File: config.mk
export PLATFORM = sky130hd
export DESIGN_NAME = booth_mult_seq
export DESIGN_NICKNAME = d
export VERILOG_FILES = /design/src/rtl/booth_pkg.sv /design/src/rtl/booth_digit_sel.sv /design/src/rtl/booth_mult_seq.sv
export SDC_FILE = /design/constraint.sdc
export NUM_CORES = 1
export LEC_CHECK = 0
export BUFFER_PORTS_ARGS = -buffer_cell sky130_fd_sc_hd__clkbuf_2
export CELL_PAD_IN_SITES_DETAIL_PLACEMENT = 1
export CELL_PAD_IN_SITES_GLOBAL_PLACEMENT = 1
export CORE_MARGIN = 2
export CORE_UTILIZATION = 39
export DETAILED_ROUTE_END_ITERATION = 8
export PLACE_DENSITY_LB_ADDON = 0.2
export SLEW_MARGIN = 40
export SYNTH_ARGS = -nofsm -noshare
export SYNTH_HDL_FRONTEND = slang
export SYNTH_HIERARCHICAL = 1
export SYNTH_SLANG_ARGS = --single-unit
File: constraint.sdc
create_clock -name clk -period 3.2 [get_ports clk]
set_input_delay 0.16 -clock clk [delete_from_list [all_inputs] [get_ports clk]]
set_output_delay 0.16 -clock clk [all_outputs]
set_load 0.01 [all_outputs]
File: src/rtl/booth_pkg.sv
// Shared types for the radix-4 Booth multiplier: FSM states, Booth digit encoding
// and the triplet-to-digit recoder.
package booth_pkg;

  typedef enum logic [1:0] {
    IDLE = 2'd0,
    CALC = 2'd1,
    DONE = 2'd2
  } state_t;

  typedef enum logic [2:0] {
    ZERO = 3'b000,
    P1   = 3'b001,
    P2   = 3'b010,
    M1   = 3'b101,
    M2   = 3'b110
  } digit_t;

  // Triplet is {b[2i+1], b[2i], b[2i-1]}.
  function automatic digit_t booth_recode(input logic [2:0] triplet);
    digit_t d;
    case (triplet)
      3'b001, 3'b010: d = P1;
      3'b011:         d = P2;
      3'b100:         d = M2;
      3'b101, 3'b110: d = M1;
      default:        d = ZERO;
    endcase
    return d;
  endfunction

endpackage

File: src/rtl/booth_digit_sel.sv
// Booth digit selector: turns a recoded triplet and the extended multiplicand into
// the addend for the partial-product adder plus its carry-in (negation as ~x + 1).
module booth_digit_sel #(
  parameter int WIDTH = 8
) (
  input  logic [2:0]              triplet,
  input  logic signed [WIDTH+1:0] a_ext,
  output logic signed [WIDTH+1:0] addend,
  output logic                    carry_in
);
  import booth_pkg::*;

  digit_t                  digit;
  logic signed [WIDTH+1:0] a_x2;

  assign digit = booth_recode(triplet);
  assign a_x2  = a_ext <<< 1;

  always_comb begin
    addend   = '0;
    carry_in = 1'b0;
    case (digit)
      P1: addend = a_ext;
      P2: addend = a_x2;
      M1: begin
        addend   = ~a_ext;
        carry_in = 1'b1;
      end
      M2: begin
        addend   = ~a_x2;
        carry_in = 1'b1;
      end
      default: ;
    endcase
  end

endmodule

File: src/rtl/booth_mult_seq.sv
// Iterative radix-4 Booth multiplier, one digit per clock, valid/ready on both sides.
// Define BOOTH_UNSIGNED_EN to add the tc input (1=signed, 0=unsigned operands).
module booth_mult_seq #(
  parameter int WIDTH = 8
) (
  input  logic                 clk,
  input  logic                 rst,
  input  logic                 in_valid,
  output logic                 in_ready,
  input  logic [WIDTH-1:0]     A,
  input  logic [WIDTH-1:0]     B,
`ifdef BOOTH_UNSIGNED_EN
  input  logic                 tc,
`endif
  output logic                 out_valid,
  input  logic                 out_ready,
  output logic [2*WIDTH-1:0]   result
);
  import booth_pkg::*;

  localparam int NS = WIDTH / 2;
  localparam int CW = $clog2(WIDTH / 2 + 2);
  localparam int PW = 2 * WIDTH + 3;

  state_t                  state_q, state_d;
  logic [CW-1:0]           cnt;
  logic [PW-1:0]           p;
  logic signed [WIDTH+1:0] a_ext;
  logic                    uns;
  logic                    sign_a;
  logic                    accept;
  logic                    last_step;
  logic                    fix_step;
  logic [2:0]              triplet;
  logic signed [WIDTH+1:0] addend;
  logic                    carry_in;
  logic [WIDTH+1:0]        p_hi;
  logic [WIDTH+1:0]        sum;
  logic [PW-1:0]           p_sum;
  logic [PW-1:0]           p_next;

`ifdef BOOTH_UNSIGNED_EN
  assign sign_a = tc & A[WIDTH-1];

  always_ff @(posedge clk or posedge rst) begin
    if (rst) begin
      uns <= 1'b0;
    end else if (accept) begin
      uns <= ~tc;
    end
  end
`else
  assign sign_a = A[WIDTH-1];
  assign uns    = 1'b0;
`endif

  assign accept = in_valid && in_ready;

  // Unsigned mode appends one step that adds b[W-1]*A*2^W without shifting,
  // turning the signed interpretation of B into the unsigned one.
  assign fix_step  = uns && (cnt == CW'(NS));
  assign last_step = uns ? fix_step : (cnt == CW'(NS - 1));
  assign triplet   = fix_step ? {2'b00, p[0]} : p[2:0];

  booth_digit_sel #(.WIDTH(WIDTH)) u_digit_sel (
    .triplet  (triplet),
    .a_ext    (a_ext),
    .addend   (addend),
    .carry_in (carry_in)
  );

  assign p_hi   = p[PW-1 -: WIDTH+2];
  assign sum    = p_hi + addend + {{(WIDTH+1){1'b0}}, carry_in};
  assign p_sum  = {sum, p[WIDTH:0]};
  assign p_next = fix_step ? p_sum : {{2{p_sum[PW-1]}}, p_sum[PW-1:2]};

  always_ff @(posedge clk or posedge rst) begin
    if (rst) begin
      state_q <= IDLE;
    end else begin
      state_q <= state_d;
    end
  end

  always_comb begin
    state_d   = state_q;
    in_ready  = 1'b0;
    out_valid = 1'b0;
    case (state_q)
      IDLE: begin
        in_ready = 1'b1;
        if (in_valid) state_d = CALC;
      end
      CALC: begin
        if (last_step) state_d = DONE;
      end
      DONE: begin
        out_valid = 1'b1;
        if (out_ready) state_d = IDLE;
      end
      default: state_d = IDLE;
    endcase
  end

  // Datapath: operand load on accept, one Booth digit per CALC cycle.
  always_ff @(posedge clk or posedge rst) begin
    if (rst) begin
      p      <= '0;
      a_ext  <= '0;
      cnt    <= '0;
      result <= '0;
    end else begin
      case (state_q)
        IDLE: begin
          if (accept) begin
            a_ext <= {sign_a, sign_a, A};
            p     <= {{(WIDTH+2){1'b0}}, B, 1'b0};
            cnt   <= '0;
          end
        end
        CALC: begin
          p   <= p_next;
          cnt <= cnt + CW'(1);
          if (last_step) result <= p_next[2*WIDTH:1];
        end
        default: ;
      endcase
    end
  end

endmodule

Yosys cells after proc, flatten, opt, wreduce, memory -nomap -nowiden

Index checks and enable logic that the tools add are counted.

Register bits after elaboration: 48
Output and inout bits: 18
Input bits: 20
Logic and storage cells: 50

Bitwise gates (word level): 2
Reductions and logical operators: 10
Add/subtract/negate cells: 3
Multiplexer cells: 13
Equality and inequality tests: 17

Operators with widths:

| cell                                          | number |
|---|---|
| case mux 10 bit (4 select lines)              | 1 |
| case mux 19 bit (2 select lines)              | 1 |
| 2-to-1 mux 19 bit                             | 1 |
| == test 3 bit, second input constant          | 5 |
| == test 3 x 2 -> 1 bit, second input constant | 4 |
| case mux 3 bit (4 select lines)               | 1 |
| adder 10 x 1 -> 10 bit                        | 1 |
| adder 10 bit                                  | 1 |
| inverter 8 -> 10 bit                          | 1 |
| inverter 9 -> 10 bit                          | 1 |
| != test 2 bit, second input constant          | 4 |
| == test 3 x 1 -> 1 bit, second input constant | 2 |
| 2-to-1 mux 2 bit                              | 3 |
| case mux 2 bit (3 select lines)               | 1 |
| case mux 3 bit (2 select lines)               | 1 |
| AND reduction 2 bit                           | 3 |
| OR reduction 2 bit                            | 3 |
| adder 3 x 1 -> 3 bit, second input constant   | 1 |
| 2-to-1 mux 1 bit                              | 3 |
| 2-to-1 mux 3 bit                              | 1 |
| AND reduction 3 bit                           | 1 |
| == test 2 x 1 -> 1 bit, second input constant | 1 |
| == test 2 bit, second input constant          | 1 |
| zero test 2 bit                               | 1 |
| other kinds (2)                               | 2 |

Depth between registers and ports, before layout

Gate-level depths: netlist of run 1.

Depth after elaboration: 8
Depth in mapped cells: 16
Gate-level depth less buffers: 15

Cells and area by module

The synthesis of run 1 kept the hierarchy.

Modules (own cells, without submodules):

| module          | cells an instance | area an instance (um^2) | seq. area each (um^2) | times used |
|---|---|---|---|---|
| booth_mult_seq  | 231               | 2220.9                  | 1151.1                | 1 |
| booth_digit_sel | 57                | 414.1                   | 0.0                   | 1 |

Worst setup path after synthesis of run 1

No wires, ideal clock.

Path kind: reg2reg
From: register p[0]
To: register result[12]
Cell stages (with the launch flop): 15
Data required time: 3.065 ns
Library setup time: 0.135 ns
Path buffers: 1
Slack: 0.143 ns
Period minus slack after synthesis: 3.057 ns
Arrival time: 2.921 ns
Path through: dfrtp_1 > or2b_1 > o22a_1 > ha_1 > buf_1 > a21oi_1 > inv_1 > fa_1 > fa_1 > nor2b_1 > o31a_1 > o21ai_0 > nand2b_1 > xnor2_1 > o21ai_0

Word-level cells in the longest chain between the ends: 7
Elaborated cells on any way between the ends: 18
Classes of those cells: 2 x add/sub; 10 x eq/ne; 3 x mux; 3 x reduce/logical

RTL lines:

| element                               | line                  | RTL |
|---|---|---|
| start: declaration                    | booth_mult_seq.sv:27  | `logic [PW-1:0] p;` |
| start signal: assignment              | booth_mult_seq.sv:117 | `p <= {{(WIDTH+2){1'b0}}, B, 1'b0};` |
| start signal: assignment              | booth_mult_seq.sv:122 | `p <= p_next;` |
| == test 3 bit (tied with other cells) | booth_pkg.sv:22       | `case (triplet)` |
| OR reduction 2 bit                    | booth_pkg.sv:22       |  |
| case mux 3 bit (4 select lines) (*)   | booth_pkg.sv:22       |  |
| == test 3 bit (tied with other cells) | booth_digit_sel.sv:22 | `case (digit)` |
| case mux 10 bit (4 select lines) (*)  | booth_digit_sel.sv:22 |  |
| net addend[0]                         | booth_mult_seq.sv:35  | `logic signed [WIDTH+1:0] addend;` |
| adder 10 bit (*)                      | booth_mult_seq.sv:73  | `assign sum = p_hi + addend + {{(WIDTH+1){1'b0}}, carry_in};` |
| adder 10 x 1 -> 10 bit (*)            | booth_mult_seq.sv:73  |  |
| end signal: assignment                | booth_mult_seq.sv:124 | `if (last_step) result <= p_next[2*WIDTH:1];` |
| end: declaration                      | booth_mult_seq.sv:17  | `output logic [2*WIDTH-1:0] result` |

The timed path passes the listed nets; every way through them passes the cells marked *.
A chain may end at the register's enable or synchronous reset.

Final worst setup path of run 1

From: register p[0]
To: register result[15]

The elaborated chain is that of the path after synthesis.

==> flow_summary.ini, run 1 <==
[status]
status = finished clean

[timing]
clock_skew_ps = 5.60
fin_crit_ps = 3180
setup_ws_ps = 17.4
holdWs_ps = 40.0
finalCritPeriodShare_pct = 99.5
worst_pin_slew_ps = 642
setup_viol = 0
maxSlewViolCount = 0
tns_ps = 0
rsz0062_at_grt = yes
relSlewSlack_pct = 57.1
fmax_mhz = 314
finalHoldViolations = 0

[clock_network]
cts_tree = done
cts.path.max_buffers = 2
cts_buffers = 5
path_clk_slew_ps = 90
insertion_delay_ps = 300
htreeDepth = 2
root_buffer = clkbuf_8
clock-sinks = 46

[route]
drt_wl_total_um = 7080
dr_total_vias = 2279
drc = 0
drt-vias-per-instance = 5.41
detail_route.wl_per_cell_um = 16.8
drtIter0Drc = 99
antenna_left = 0
drtPass1Iterations = 4

[yosys]
avgSynthCellArea_sq_um = 9.15
yosysTopAreaCell = dfrtp_1
synth_top_area_share_pct = 43.7
synth-seq-area-share_pct = 43.7
synth-seq-cells = 46
synth_area_sq_um = 2640
syn_inst = 288
synth_warnings = 6
syn_nets = 322
synth.area.top_cells = dfrtp_1, nand2_1, ha_1
synth.distinct_cells = 40

[placed_design]
pre_cts_slack_ps = -54.2
routabilityCongestion = 0.819
portBuffers = 37
dp_hpwl_um = 4470

[floorplan]
die_y_um = 86.2
start_util_pct = 40.8
ios = 38
die_w_um = 86.2
die_area_sq_um = 7430
rows = 29
core-area_sq_um = 6460

[critical_path]
worst_ep_required_time_ps = 3370
cp_common_cell = ha_4
end_kind = flip-flop
path_max_fanout = 11
crit_chain = or2b_1 > o22a_2 > ha_4 > buf_6 > a221oi_4 > a311oi_4 > ha_4 > a21o_2 > a21oi_4 > a211o_1 > a211oi_2 > xnor2_1 > o21ai_1
arrival_ps = 3350
slowest_delay_ps = 390
crit_type = flip-flop to flip-flop
cp_slowest_cell = dfrtp_1
start_kind = flip-flop

[global_routing]
grt_pass1_vias = 2186
grt_max_degree = 47
overflow = 0
grt_pass1_wl_um = 10600
track_usage_pct = 17.9
antenna_found_initial = 0

[hold_path]
holdCritPathClass = input port to flip-flop

[finish]
syn2layout_area_growth_pct = 30.2
multiInputGateArea_sq_um = 1640
seq_area_sq_um = 1150
fillerInstances = 774
drive_above_1_share_pct = 35.8
diodes = 0
fin_nets = 377

[job]
drv_cap = 0
layout make-up:
type,count,area share (%)
inverter,10,1.17
tap,77,2.81
timing repair buffer,65,12.1
sequential,46,33.6
clock inverter,2,0.401
clock buffer,6,2.12
multi-input combinational,215,47.8
worst paths after layout:
kind,from,to,slack (ps),cells past startpoint
max,p[0],result[15],20,13
min,A[3],a_ext[3],40,3
max reg2reg,p[0],result[15],20,13
min reg2reg,result[12],result[12],480,2
max in group asynchronous,rst,p[1],2300,3
min in group asynchronous,rst,result[2],470,3
routing by layer:
| layer | part of all wire (%) | global-route usage (%) |
|---|---|---|
| met5 | 0 | 0 |
| met2 | 49 | 30.0 |
| met3 | 3.7 | 3.43 |
| met1 | 46 | 24.2 |
| met4 | 0.86 | 3.84 |
synth_stat cells (all sizes together):
library cell	instances
or2b	1
a21boi	1
o21a	2
nand3	8
a21oi	8
a21o	2
fa	2
ha	12
a31oi	6
o2111ai	1
nor2b	4
mux2	7
a311oi	9
buf	8
clkbuf	9
dfrtp	46
nor2	14
o21ai	26
a221o	2
a211oi	1
a221oi	9
o22a	1
mux2i	1
xnor2	4
o31a	1
nand2	60
o41ai	1
nand2b	22
and2	3
inv	10
xor2	4
nand4	1
nand3b	1
a211o	1
cells by family after synthesis:
family	share of synthesized area, %
AO/OA/AOI/OAI	18.8
XOR/XNOR	2.66
adder cells (fa/ha/maj)	7.22
buffers and inverters	4.42
flip-flops	43.7
multiplexers	3.37
AND/OR/NAND/NOR	19.8
flip-flops by register name, indices dropped and copies added (netlist names):
name / count
a_ext: 8
cnt: 3
p: 17
result: 16
state_q: 2
layout by cell type (no fill, tap or decap), types with 4 or more instances in the layout:
cell type and n:
clkbuf_8 5, nand2_1 56, inv_1 8, a31oi_1 6, clkbuf_2 37, a221oi_2 5
a21oi_2 4, nor2_1 14, a311oi_2 6, mux2_2 7, nand2b_1 21, nand3_1 8
buf_4 25, ha_1 8, o21ai_0 23, nand2_2 4, dfrtp_1 45
metrics by stage:
step	cell area [sq um]	cells	util (%)
floorplan	2640	288	-
global placement	2960	399	45.8
detailed placement	2960	399	45.9
CTS	3090	410	47.8
global route	3430	421	53.1
finish	3430	421	53.1
critical path, delay by kind of cell, from the launching register on:
family | cells | cell delay, ps
AOI/OAI and AO/OA | 8 | 1560
xor gates and xnor gates | 1 | 180
adders and majority gates | 2 | 530
buffers and inverters | 1 | 160
DFF | 1 | 390
and+or+nand+nor | 1 | 230
timing repair:
item / 4_1_cts / 5_1_grt
pin swaps: 2 / 24
hold buffers: 1 / 0
setup buffers: 2 / 11
endpoints found under the setup margin: 9 / 11
hold endpoints to repair: 46 / 0
gates resized for setup: 4 / 44
Power of run 1 is left out: the tool's default activity adds up to more than one toggle a clock period on the data nets, which glitch-free logic cannot reach.
==> run 2: changes to the inputs <==
--- a/config.mk
+++ b/config.mk
@@ -10,8 +10,10 @@
 export CELL_PAD_IN_SITES_GLOBAL_PLACEMENT = 1
 export CORE_MARGIN = 2
 export CORE_UTILIZATION = 39
+export CTS_CLUSTER_SIZE = 30
 export DETAILED_ROUTE_END_ITERATION = 8
 export PLACE_DENSITY_LB_ADDON = 0.2
+export REMOVE_ABC_BUFFERS = 1
 export SLEW_MARGIN = 40
 export SYNTH_ARGS = -nofsm -noshare
 export SYNTH_HDL_FRONTEND = slang
==> run 2 against run 1 <==
Compared with the run above: the run now ends with setup timing left; critical endpoint is now p[17]; final cell count decreased by 1.9%; core utilization decreased by 1.5 points; largest cell class unchanged; wire length decreased by 4.2%; hold slack got worse by 2.5 ps.
==> flow_summary.ini, run 2 (same netlist as run 1, synthesis figures left out) <==
[global_routing]
grt_max_degree = 47
overflow = 0
antenna_found_initial = 0
grt_pass1_vias = 2236
track_usage_pct = 17.9
grt_pass1_wl_um = 10600

[critical_path]
arrival_ps = 3410
crit_type = flip-flop to flip-flop
cp_slowest_cell = dfrtp_1
start_kind = flip-flop
end_kind = flip-flop
path_max_fanout = 16
crit_chain = or2b_1 > o22a_1 > ha_4 > buf_12 > a221oi_4 > a311oi_2 > ha_1 > nor2b_4 > o2111ai_4 > a211o_1 > a211oi_4 > nand2_1 > mux2i_1
cp_num_buf_inv = 1
path_delay_family = compound AO/OA/AOI/OAI gates
slowest_delay_ps = 410
worst_ep_required_time_ps = 3380

[route]
detail_route.wl_per_cell_um = 16.4
dr_total_vias = 2212
antenna_left = 0
drt-vias-per-instance = 5.36
drc = 0
drtPass1Iterations = 4
drtIter0Drc = 83
drt_wl_total_um = 6780

[finish]
largest_reg_flops = 17
final_cell_mix = nand2_1, dfrtp_1, clkbuf_2
mostFrequentLayoutCell = nand2_1
drive_above_1_share_pct = 31.8
largest_registers = p: 17 flops, result: 16 flops, a_ext: 8 flops
syn2layout_area_growth_pct = 26.6
diodes = 0
fin_nets = 369
stdcell_area_sq_um = 3340
regMostFlops = p

[hold_path]
holdCritPathClass = input port to flip-flop

[timing]
finalCritPeriodShare_pct = 101
maxSlewViolCount = 0
clock_skew_ps = 9.81
fmax_mhz = 310
setup_viol = 3
worst_pin_slew_ps = 622
fin_crit_ps = 3230
relSlewSlack_pct = 58.4
finalHoldViolations = 0
setup_ws_ps = -27.5
rsz0062_at_grt = yes

[floorplan]
die_y_um = 86.2
die_w_um = 86.2
rows = 29
core-area_sq_um = 6460
start_util_pct = 40.8
die_area_sq_um = 7430
ios = 38

[placed_design]
portBuffers = 37
post_dp_cell_area_sq_um = 2910
dp_hpwl_um = 4330
routabilityCongestion = 0.760

[clock_network]
clock-sinks = 46
cts_buffers = 5
cts_tree = done
insertion_delay_ps = 310
root_buffer = clkbuf_8
cts.path.max_buffers = 2
path_clk_slew_ps = 100
htreeDepth = 2

[status]
status = finished, violations left
violations = setup timing

[job]
drv_cap = 0
==> run 2: cell count changes in the layout (fill, tap and decap cells not counted), moves of 2 or more <==
cell | before | now
a221oi_1 | 1 | 5
a221oi_2 | 5 | 1
buf_4 | 25 | 15
buf_6 | 1 | 3
o21ai_0 | 23 | 18
o21ai_1 | 3 | 8
==> run 2: final timing paths <==
check                      slack (ps)  depth (start not counted)    endpoint  startpoint
max in group asynchronous        2340                          3    a_ext[0]         rst
min                                40                          2  state_q[1]   out_ready
min in group asynchronous         460                          3   result[8]         rst
max                               -30                         13       p[17]        p[0]
max reg2reg                       -30                         13       p[17]        p[0]
min reg2reg                       480                          2  result[11]  result[11]
==> run 2: what timing repair did <==
action,in CTS,in global routing
setup endpoints to repair,8,12
endpoints found under the hold margin,46,0
hold buffers,1,0
setup buffers,3,7
pin swaps,5,21
gates resized for setup,10,40
gates cloned,0,0
==> run 2: area by class of cell <==
| type | count | area (sq um) |
|---|---|---|
| Multi-Input combinational cell | 215 | 1590 |
| Timing Repair Buffer | 57 | 362 |
| Clock inverter | 2 | 12.5 |
| Sequential cell | 46 | 1150 |
| Tap cell | 77 | 96.3 |
| Fill cell | 759 | 3120 |
| Clock buffer | 6 | 82.6 |
| Inverter | 10 | 40.0 |
==> run 2: per-stage QoR <==
| stage | setup TNS, ps | std cells | worst slack, ps | hold WS (ps) | util (%) |
|---|---|---|---|---|---|
| after floorplan | -160 | 271 | -76.6 | 265 | - |
| after global placement | -6.12 | 394 | -6.12 | 349 | 45.0 |
| after detailed placement | -657 | 394 | -157 | 271 | 45.1 |
| after CTS | -1.60 | 406 | -1.60 | 40.0 | 47.7 |
| after global routing | -921 | 413 | -158 | 54.7 | 51.7 |
| final | -51.3 | 413 | -27.5 | 37.6 | 51.7 |
==> run 2: per-layer routing <==
metal  track usage, %  share of wire, %
met1             23.9                45
met5                0                 0
met3             3.33               3.1
met4             3.55              0.62
met2             30.7                51
Power of run 2 is left out for the same reason.
==> run 3: changes to the inputs <==
--- a/config.mk
+++ b/config.mk
@@ -12,6 +12,7 @@
 export CORE_UTILIZATION = 39
 export CTS_CLUSTER_SIZE = 30
 export DETAILED_ROUTE_END_ITERATION = 8
+export MAX_ROUTING_LAYER = met4
 export PLACE_DENSITY_LB_ADDON = 0.2
 export REMOVE_ABC_BUFFERS = 1
 export SLEW_MARGIN = 40
==> run 3 against run 2 <==
Compared with the run above: the run still ends with setup timing left; die area unchanged; cell area unchanged; first-iteration DRC count decreased by 16%; highest routed layer unchanged.
==> flow_summary.ini, run 3 (same netlist as run 1, synthesis figures left out) <==
[placed_design]
routabilityCongestion = 0.770
dp_hpwl_um = 4330
portBuffers = 37
post_dp_cell_area_sq_um = 2910

[hold_path]
hp-start = out_ready
hold-path-cell-count = 2
holdCritPathClass = input port to flip-flop
hold_path_end = state_q[1]

[global_routing]
grt_pass1_vias = 2237
grt_pass1_wl_um = 10600
track_usage_pct = 18.4
antenna_found_initial = 0
overflow = 0
grt_max_degree = 47

[critical_path]
rr_worst_depth = 13
worst_ep_required_time_ps = 3380
rr_startpoint = p[0]
start_kind = flip-flop
path_delay_family = compound AO/OA/AOI/OAI gates
r2r-end = p[17]
crit_type = flip-flop to flip-flop
end_kind = flip-flop
rrSetupSlack_ps = -40
cp_num_buf_inv = 1
cp_slowest_cell = dfrtp_1
slowest_delay_ps = 400
crit_chain = or2b_1 > o22a_1 > ha_4 > buf_12 > a221oi_4 > a311oi_2 > ha_1 > nor2b_4 > o2111ai_4 > a211o_1 > a211oi_4 > nand2_1 > mux2i_1
arrival_ps = 3420
path_max_fanout = 16

[job]
drv_cap = 0

[timing]
fmax_mhz = 309
maxSlewViolCount = 0
setup_ws_ps = -36.4
rsz0062_at_grt = yes
worst_pin_slew_ps = 631
setup_viol = 3
finalHoldViolations = 0
clock_skew_ps = 12.6
finalCritPeriodShare_pct = 101
tns_ps = -63.9
relSlewSlack_pct = 57.9
fin_crit_ps = 3240

[route]
dr_total_vias = 2220
detail_route.wl_per_cell_um = 16.5
drt-vias-per-instance = 5.38
drtIter0Drc = 70
drc = 0
drt_wl_total_um = 6820
antenna_left = 0
drtPass1Iterations = 6

[clock_network]
root_buffer = clkbuf_8
cts.path.max_buffers = 2
path_clk_slew_ps = 100
insertion_delay_ps = 300
cts_buffers = 5
clock-sinks = 46
cts_tree = done
htreeDepth = 2

[floorplan]
rows = 29
die_area_sq_um = 7430
die_y_um = 86.2
core-area_sq_um = 6460
ios = 38
start_util_pct = 40.8
die_w_um = 86.2

[finish]
largest_registers = p: 17 flops, result: 16 flops, a_ext: 8 flops
regMostFlops = p
largest_reg_flops = 17
stdcell_area_sq_um = 3340
fin_nets = 369
diodes = 0
fillerInstances = 759
drive_above_1_share_pct = 31.8
final_cell_mix = nand2_1, dfrtp_1, clkbuf_2
syn2layout_area_growth_pct = 26.6
mostFrequentLayoutCell = nand2_1

[status]
violations = setup timing
status = finished, violations left
==> run 3: cell counts in the layout (fill, tap and decap cells not counted) <==
Identical to the previous run, type by type.
==> run 3: worst max-delay path by stage <==
stage	depth (start not counted)	startpoint	slack [ps]	to
finish	13	p[0]	-40	p[17]
floorplan	15	p[0]	-80	p[13]
global route	13	p[0]	-160	p[17]
detailed placement	13	p[0]	-160	p[17]
CTS	13	p[0]	-2	p[17]
global placement	12	p[0]	-6	result[14]
==> run 3: what timing repair did <==
item,4_1_cts,5_1_grt
setup buffers,3,7
setup endpoints to repair,8,12
resized for setup,10,40
hold endpoints to repair,46,0
pin swaps,5,21
hold buffers,1,0
==> run 3: stage by stage <==
stage / hold WS (ps) / std cells / setup slack (ps) / util [%]
floorplan: 265 / 271 / -76.6 / -
global placement: 349 / 394 / -6.12 / 45.0
detailed placement: 271 / 394 / -157 / 45.1
CTS: 40.0 / 406 / -1.60 / 47.7
global route: 54.7 / 413 / -160 / 51.7
finish: 39.9 / 413 / -36.4 / 51.7
==> run 3: area by class of cell <==
type                    count  area (sq um)  area share [%]
clock inverters             2          12.5           0.375
repair buffers             57           362            10.8
clock buffers               6          82.6            2.47
inverters                  10          40.0            1.20
multi-input cells         215          1590            47.7
well taps                  77          96.3            2.89
flip-flops and latches     46          1150            34.5
==> run 3: layer usage <==
metal | GRT usage [%] | wire length (um) | vias up
li1 | - | - | 1094
met5 | - | 0 | -
met3 | 3.33 | 237 | 6
met1 | 23.9 | 3100 | 1084
met4 | 3.55 | 42 | 0
met2 | 30.7 | 3440 | 36
Power of run 3 is left out for the same reason.
